==> src/rtl/fproc_arbiter.sv <==
`default_nettype none
// ============================================================================
//  Module   : fproc_arbiter
//  Purpose  : Shares one function-processor (fproc) port among N_CORES cores.
//             Requests are latched per core, granted round-robin, issued to the
//             fproc one at a time, and the result is returned to the granted
//             core as a one-cycle strobe.
//  Ports    : clk, reset             - clock, synchronous active-high reset
//             core_req/core_req_id   - per-core request pulse and function ID
//             core_resp_ready/data   - per-core completion strobe, result data
//             fproc_req_*            - valid/ready request channel to fproc
//             fproc_resp_*           - one-cycle response strobe from fproc
//             err_status             - sticky: [0] dup req, [1] timeout,
//                                      [2] spurious response
//  Revision : 1.0 - initial release
// ============================================================================
module fproc_arbiter #(
   parameter int N_CORES        = 4,
   parameter int ID_WIDTH       = 8,
   parameter int DATA_WIDTH     = 32,
   parameter int TIMEOUT_CYCLES = 1024
) (
   input  logic                          clk,
   input  logic                          reset,
   input  logic [N_CORES-1:0]            core_req,
   input  logic [N_CORES*ID_WIDTH-1:0]   core_req_id,
   output logic [N_CORES-1:0]            core_resp_ready,
   output logic [DATA_WIDTH-1:0]         core_resp_data,
   output logic                          fproc_req_valid,
   input  logic                          fproc_req_ready,
   output logic [ID_WIDTH-1:0]           fproc_req_id,
   output logic [$clog2(N_CORES)-1:0]    fproc_req_core,
   input  logic                          fproc_resp_valid,
   input  logic [DATA_WIDTH-1:0]         fproc_resp_data,
   output logic [2:0]                    err_status
);

   localparam int CORE_W = $clog2(N_CORES);
   localparam int TCNT_W = (TIMEOUT_CYCLES < 2) ? 1 : $clog2(TIMEOUT_CYCLES + 1);

   typedef enum logic [1:0] {
      IDLE      = 2'd0,
      ISSUE     = 2'd1,
      WAIT_RESP = 2'd2,
      RESPOND   = 2'd3
   } state_t;

   state_t                state, state_next;
   logic [N_CORES-1:0]    pending;
   logic [ID_WIDTH-1:0]   stored_id [N_CORES];
   logic [CORE_W-1:0]     last_grant, last_grant_next;
   logic [TCNT_W-1:0]     tcnt, tcnt_next;

   logic                  valid_next;
   logic [ID_WIDTH-1:0]   id_next;
   logic [CORE_W-1:0]     grant_next;
   logic [N_CORES-1:0]    resp_ready_next;
   logic [DATA_WIDTH-1:0] resp_data_next;
   logic                  set_timeout;
   logic                  clear_grant;

   logic                  sel_found;
   logic [CORE_W-1:0]     sel_idx;
   logic [CORE_W-1:0]     cand_idx;
   int                    cand;
   logic [N_CORES-1:0]    grant_onehot;
   logic [N_CORES-1:0]    clear_vec;
   logic                  timeout_hit;

   assign grant_onehot = N_CORES'(1) << fproc_req_core;
   assign clear_vec    = clear_grant ? grant_onehot : '0;

   // Counter holds completed wait cycles; expiry fires in the TIMEOUT_CYCLES-th
   // wait cycle, where a simultaneous response still takes precedence.
   assign timeout_hit  = (TIMEOUT_CYCLES != 0) && (int'(tcnt) == TIMEOUT_CYCLES - 1);

   // Round-robin search: first pending core at or after last_grant+1 (wrapping).
   always_comb begin
      sel_found = 1'b0;
      sel_idx   = '0;
      cand      = 0;
      cand_idx  = '0;
      for (int k = 1; k <= N_CORES; k++) begin
         cand = int'(last_grant) + k;
         if (cand >= N_CORES) cand = cand - N_CORES;
         cand_idx = CORE_W'(cand);
         if (!sel_found && pending[cand_idx]) begin
            sel_found = 1'b1;
            sel_idx   = cand_idx;
         end
      end
   end

   // Next-state and next-output logic.
   always_comb begin
      state_next      = state;
      valid_next      = fproc_req_valid;
      id_next         = fproc_req_id;
      grant_next      = fproc_req_core;
      resp_ready_next = '0;
      resp_data_next  = core_resp_data;
      tcnt_next       = tcnt;
      last_grant_next = last_grant;
      set_timeout     = 1'b0;
      clear_grant     = 1'b0;
      case (state)
         IDLE: begin
            if (sel_found) begin
               grant_next = sel_idx;
               id_next    = stored_id[sel_idx];
               valid_next = 1'b1;
               state_next = ISSUE;
            end
         end
         ISSUE: begin
            if (fproc_req_ready) begin
               valid_next = 1'b0;
               tcnt_next  = '0;
               state_next = WAIT_RESP;
            end
         end
         WAIT_RESP: begin
            if (fproc_resp_valid) begin
               resp_data_next  = fproc_resp_data;
               resp_ready_next = grant_onehot;
               state_next      = RESPOND;
            end else if (timeout_hit) begin
               resp_data_next  = '0;
               resp_ready_next = grant_onehot;
               set_timeout     = 1'b1;
               state_next      = RESPOND;
            end else begin
               tcnt_next = tcnt + TCNT_W'(1);
            end
         end
         RESPOND: begin
            clear_grant     = 1'b1;
            last_grant_next = fproc_req_core;
            state_next      = IDLE;
         end
         default: state_next = IDLE;
      endcase
   end

   // State and registered outputs.
   always_ff @(posedge clk) begin
      if (reset) begin
         state           <= IDLE;
         fproc_req_valid <= 1'b0;
         fproc_req_id    <= '0;
         fproc_req_core  <= '0;
         core_resp_ready <= '0;
         core_resp_data  <= '0;
         tcnt            <= '0;
         last_grant      <= CORE_W'(N_CORES - 1);
      end else begin
         state           <= state_next;
         fproc_req_valid <= valid_next;
         fproc_req_id    <= id_next;
         fproc_req_core  <= grant_next;
         core_resp_ready <= resp_ready_next;
         core_resp_data  <= resp_data_next;
         tcnt            <= tcnt_next;
         last_grant      <= last_grant_next;
      end
   end

   // Pending bookkeeping and sticky errors. A new request in the cycle its
   // pending bit is being cleared is accepted, so set wins over clear.
   always_ff @(posedge clk) begin
      if (reset) begin
         pending    <= '0;
         err_status <= '0;
         for (int i = 0; i < N_CORES; i++) stored_id[i] <= '0;
      end else begin
         for (int i = 0; i < N_CORES; i++) begin
            if (core_req[i] && (!pending[i] || clear_vec[i])) begin
               pending[i]   <= 1'b1;
               stored_id[i] <= core_req_id[i*ID_WIDTH +: ID_WIDTH];
            end else if (clear_vec[i]) begin
               pending[i] <= 1'b0;
            end
         end
         if (|(core_req & pending & ~clear_vec)) err_status[0] <= 1'b1;
         if (set_timeout)                        err_status[1] <= 1'b1;
         if (fproc_resp_valid && (state != WAIT_RESP)) err_status[2] <= 1'b1;
      end
   end

endmodule
`default_nettype wire

==> config.mk <==
export PLATFORM = sky130hd
export DESIGN_NAME = fproc_arbiter
export DESIGN_NICKNAME = d
export VERILOG_FILES = /design/src/rtl/fproc_arbiter.sv
export SDC_FILE = /design/constraint.sdc
export NUM_CORES = 1
export LEC_CHECK = 0
export ABC_AREA = 1
export CAP_MARGIN = 10
export CORE_MARGIN = 10
export CORE_UTILIZATION = 40
export DETAILED_ROUTE_END_ITERATION = 7
export PLACE_DENSITY = 0.75
export SLEW_MARGIN = 25
export SYNTH_ARGS = -nofsm -noshare
export SYNTH_HDL_FRONTEND = slang
export SYNTH_SLANG_ARGS = --single-unit
export TNS_END_PERCENT = 20
==> constraint.sdc <==
create_clock -name clk -period 5 [get_ports clk]
set_input_delay 1 -clock clk [delete_from_list [all_inputs] [get_ports clk]]
set_output_delay 1 -clock clk [all_outputs]
set_load 0.05 [all_outputs]
==> PnR_summary.wiki <==
{| class="wikitable"
! Metric !! Value
|-
| Status || finished, final reports clean
|-
| Number of warning messages in the yosys log || 0
|-
| Share of synthesized registers carrying an async set or reset || 0
|-
| Maximum VDD drop || 0.207 mV
|-
| Number of flops mapped to enable cells by yosys || 32
|-
| Post-Synth Adder-Cell Area || 0.0133
|-
| Fin Clk Skew || 0.00584 ns
|-
| Synthesized-area fraction occupied by ao, oa, aoi and oai cells || 0.0888
|-
| Synthesis-to-finish area growth || 33.8%
|-
| Largest fanout on the critical path || 35
|-
| Fin. Hold Viols || 0
|-
| Switching power share of the total || 0.398
|-
| Ratio of final minimum period to clock period || 0.577
|-
| Synth Net Count || 687
|-
| Share of the synthesized area in the top cell type || 0.294
|-
| Post-CTS Repair Setup Buffers || 0
|-
| CTS-repair resized insts || 0
|-
| Avg Synthesized Cell Area || 7.69 sq um
|-
| Instance count of the mapped netlist || 610
|-
| DP HPWL || 9740 um
|-
| Clock tree from TritonCTS || yes
|-
| Detailed-router iteration count before antenna repair || 5
|-
| Area share of and/or/nand/nor cells after synthesis || 0.285
|-
| Endpoints failing setup || 0
|-
| Total wirelength of the detailed-routed design || 12600 um
|-
| Fraction of final layout cells with drive strength greater than 1 || 0.0566
|-
| Fin util || 0.548
|-
| Core area || 11500 sq um
|-
| Clock buffer depth || 2
|-
| Clock network fraction of design power || 0.250
|-
| # nets final || 796
|-
| Worst-skew pair later-pin latency || 0.34 ns
|-
| Worst rel slew slack || 0.528
|-
| Effective utilization at floorplan || 0.409
|-
| Arrival @ worst endpoint || 3.08 ns
|-
| Input/output buffers || 121
|-
| Vertical die dimension || 128 um
|-
| Number of violations of the max-capacitance limit || 0
|-
| Initial antenna violation count || 0
|-
| Pin slew with the least headroom to its limit || 0.703 ns
|-
| Xor and xnor area share after synthesis || 0.00373
|-
| Number of vias per cell || 5.07
|-
| RSZ-0062 raised after global routing || false
|-
| Total power per unit cell area || 468 nW/um^2
|-
| Site row count || 39
|-
| Largest cells by area after synthesis || dfxtp_1 29%, edfxtp_1 20%, nand2_1 9.8%, inv_1 7.5%, nand3_1 6.8%
|-
| Global-route usage over all layers || 0.149
|-
| First-pass GRT wire length || 20400 um
|-
| Register clock-pin slew on the reported worst setup and hold paths || 0.07 ns
|-
| Min cycle time layout || 2.89 ns
|-
| Most common cell in the netlist || nand2_1
|-
| H-tree level count || 3
|-
| Internal power contribution || 1770 uW
|-
| Power share of the sequential group || 0.353
|-
| Startpoint class of the critical path || primary input
|-
| Leakage power || 0.00264 uW
|-
| Die Wd || 128 um
|-
| TritonCTS Buffers || 9
|-
| Number of DRC markers after the initial detailed-route iteration || 341
|-
| Max Transition Viols Final || 0
|-
| Vias in the first global route || 4222
|-
| Peak clock frequency supported by timing || 347 MHz
|-
| Number of different library cells in the post-synthesis netlist || 35
|-
| Main combinational cell family by area after synthesis || simple AND/OR/NAND/NOR gates
|-
| Critical Path RT || 5.20 ns
|-
| Die outline area || 16500 sq um
|-
| Post-route antenna net violation count || 0
|-
| Count of antenna diodes in the layout || 0
|-
| Number of top-level pins || 122
|-
| Mux contribution to synthesized area || 0
|-
| Flip-flop and latch count after synthesis || 101
|-
| Sw Pwr || 1170 uW
|-
| Post-CTS Hold Buffers || 0
|-
| Clock net sink count || 101
|-
| Detailed-route DRC error count || 0
|-
| Commonest register cell after synthesis || dfxtp_1
|-
| Synth top cells by count || 123 x nand2_1, 94 x inv_1, 69 x dfxtp_1
|-
| Largest area contributor in the netlist || dfxtp_1
|-
| Min-Delay Path Class || reg2reg
|-
| Average routed wire per standard cell || 14.6 um
|-
| Pwr Total || 2940 uW
|-
| RePlAce Congestion || 0.827
|-
| Post-Synthesis Cell Area || 4690 sq um
|-
| Root Driver || clkbuf_16
|-
| Count of vias placed by the detailed router || 4397
|-
| Endpoint class of the critical path || register
|-
| Pin count of the biggest net entering global routing || 56
|-
| Combinational share of power || 0.397
|-
| Accumulated negative setup slack || 0 ns
|-
| Sequential element share of the synthesized area || 0.499
|-
| Classification of the worst setup path || in2reg
|-
| Leftover overflow at the end of global routing || 0
|}
cell usage in the layout (no fill, tap or decap), types with 6 or more instances in the layout:
| cell type | count |
|---|---|
| clkbuf_16 | 9 |
| nand2_2 | 9 |
| nand4_1 | 16 |
| nand2_1 | 123 |
| dfxtp_1 | 69 |
| inv_2 | 6 |
| nor2_1 | 64 |
| edfxtp_1 | 32 |
| a21oi_1 | 57 |
| nand3_1 | 64 |
| inv_1 | 94 |
| clkdlybuf4s50_1 | 120 |
| o21ai_0 | 9 |
flip-flops by register name (all words and copies together) (netlist names):
register and flops:
last_grant 2, err_status 3, core_resp_ready 4, fproc_req_id 8
stored_id 32, fproc_req_valid 1, pending 4, core_resp_data 32
tcnt 11, state 2, fproc_req_core 2
stage by stage:
step,area [sq um],std cells,setup WS (ns),hold slack (ns)
2_1_floorplan,4690,610,2.67,0.456
3_3_place_gp,5960,851,1.82,0.449
3_5_place_dp,5960,851,1.79,0.451
4_1_cts,6280,867,2.15,0.461
5_1_grt,6280,867,1.96,0.488
6_report,6280,867,2.11,0.461
path summary, 6_finish.rpt:
kind,start,end,slack (ns),depth (start not counted)
worst min register to register,core_resp_data[16],core_resp_data[16],0.46,2
worst max-delay path,fproc_resp_valid,tcnt[9],2.11,9
worst min-delay path,core_resp_data[16],core_resp_data[16],0.46,2
worst max register to register,tcnt[1],tcnt[9],2.57,10
kinds of logic after synthesis:
family	Yosys count
simple gates	296
buf+inv	127
flops	101
compound gates	79
fa+ha+maj	5
xor+xnor	2
final cells by class:
type / count / area (sq um)
clock buffer: 10 / 229
tap: 143 / 179
multi-input combinational: 382 / 1830
inverter: 101 / 382
sequential: 101 / 2340
timing repair buffer: 124 / 1230
fill: 1020 / 5190
clock inverter: 6 / 86.3
power groups by stage:
stage	combinational, uW	sequential [uW]	clock [uW]
detailed placement	1160	1050	0
CTS	1170	1040	740
global placement	1130	1050	0
finish	1170	1040	735
floorplan	661	1240	0
global route	1280	1050	779
routing by layer:
metal / track usage / wire (um) / vias to the layer above
met5: 0 / 0 / -
met4: 0.0457 / 162 / 0
met3: 0.0211 / 621 / 11
met2: 0.264 / 6580 / 127
met1: 0.181 / 5280 / 2079
li1: - / - / 2180
critical path, cell delays in order:
cell	delay, ns
clkdlybuf4s50_1	0.45
buf_4	0.32
inv_1	0.10
nand2_2	0.10
nand2_2	0.36
nand2_2	0.38
inv_1	0.18
nand4_1	0.12
a21oi_1	0.07
(Power assumes the default switching activity.)
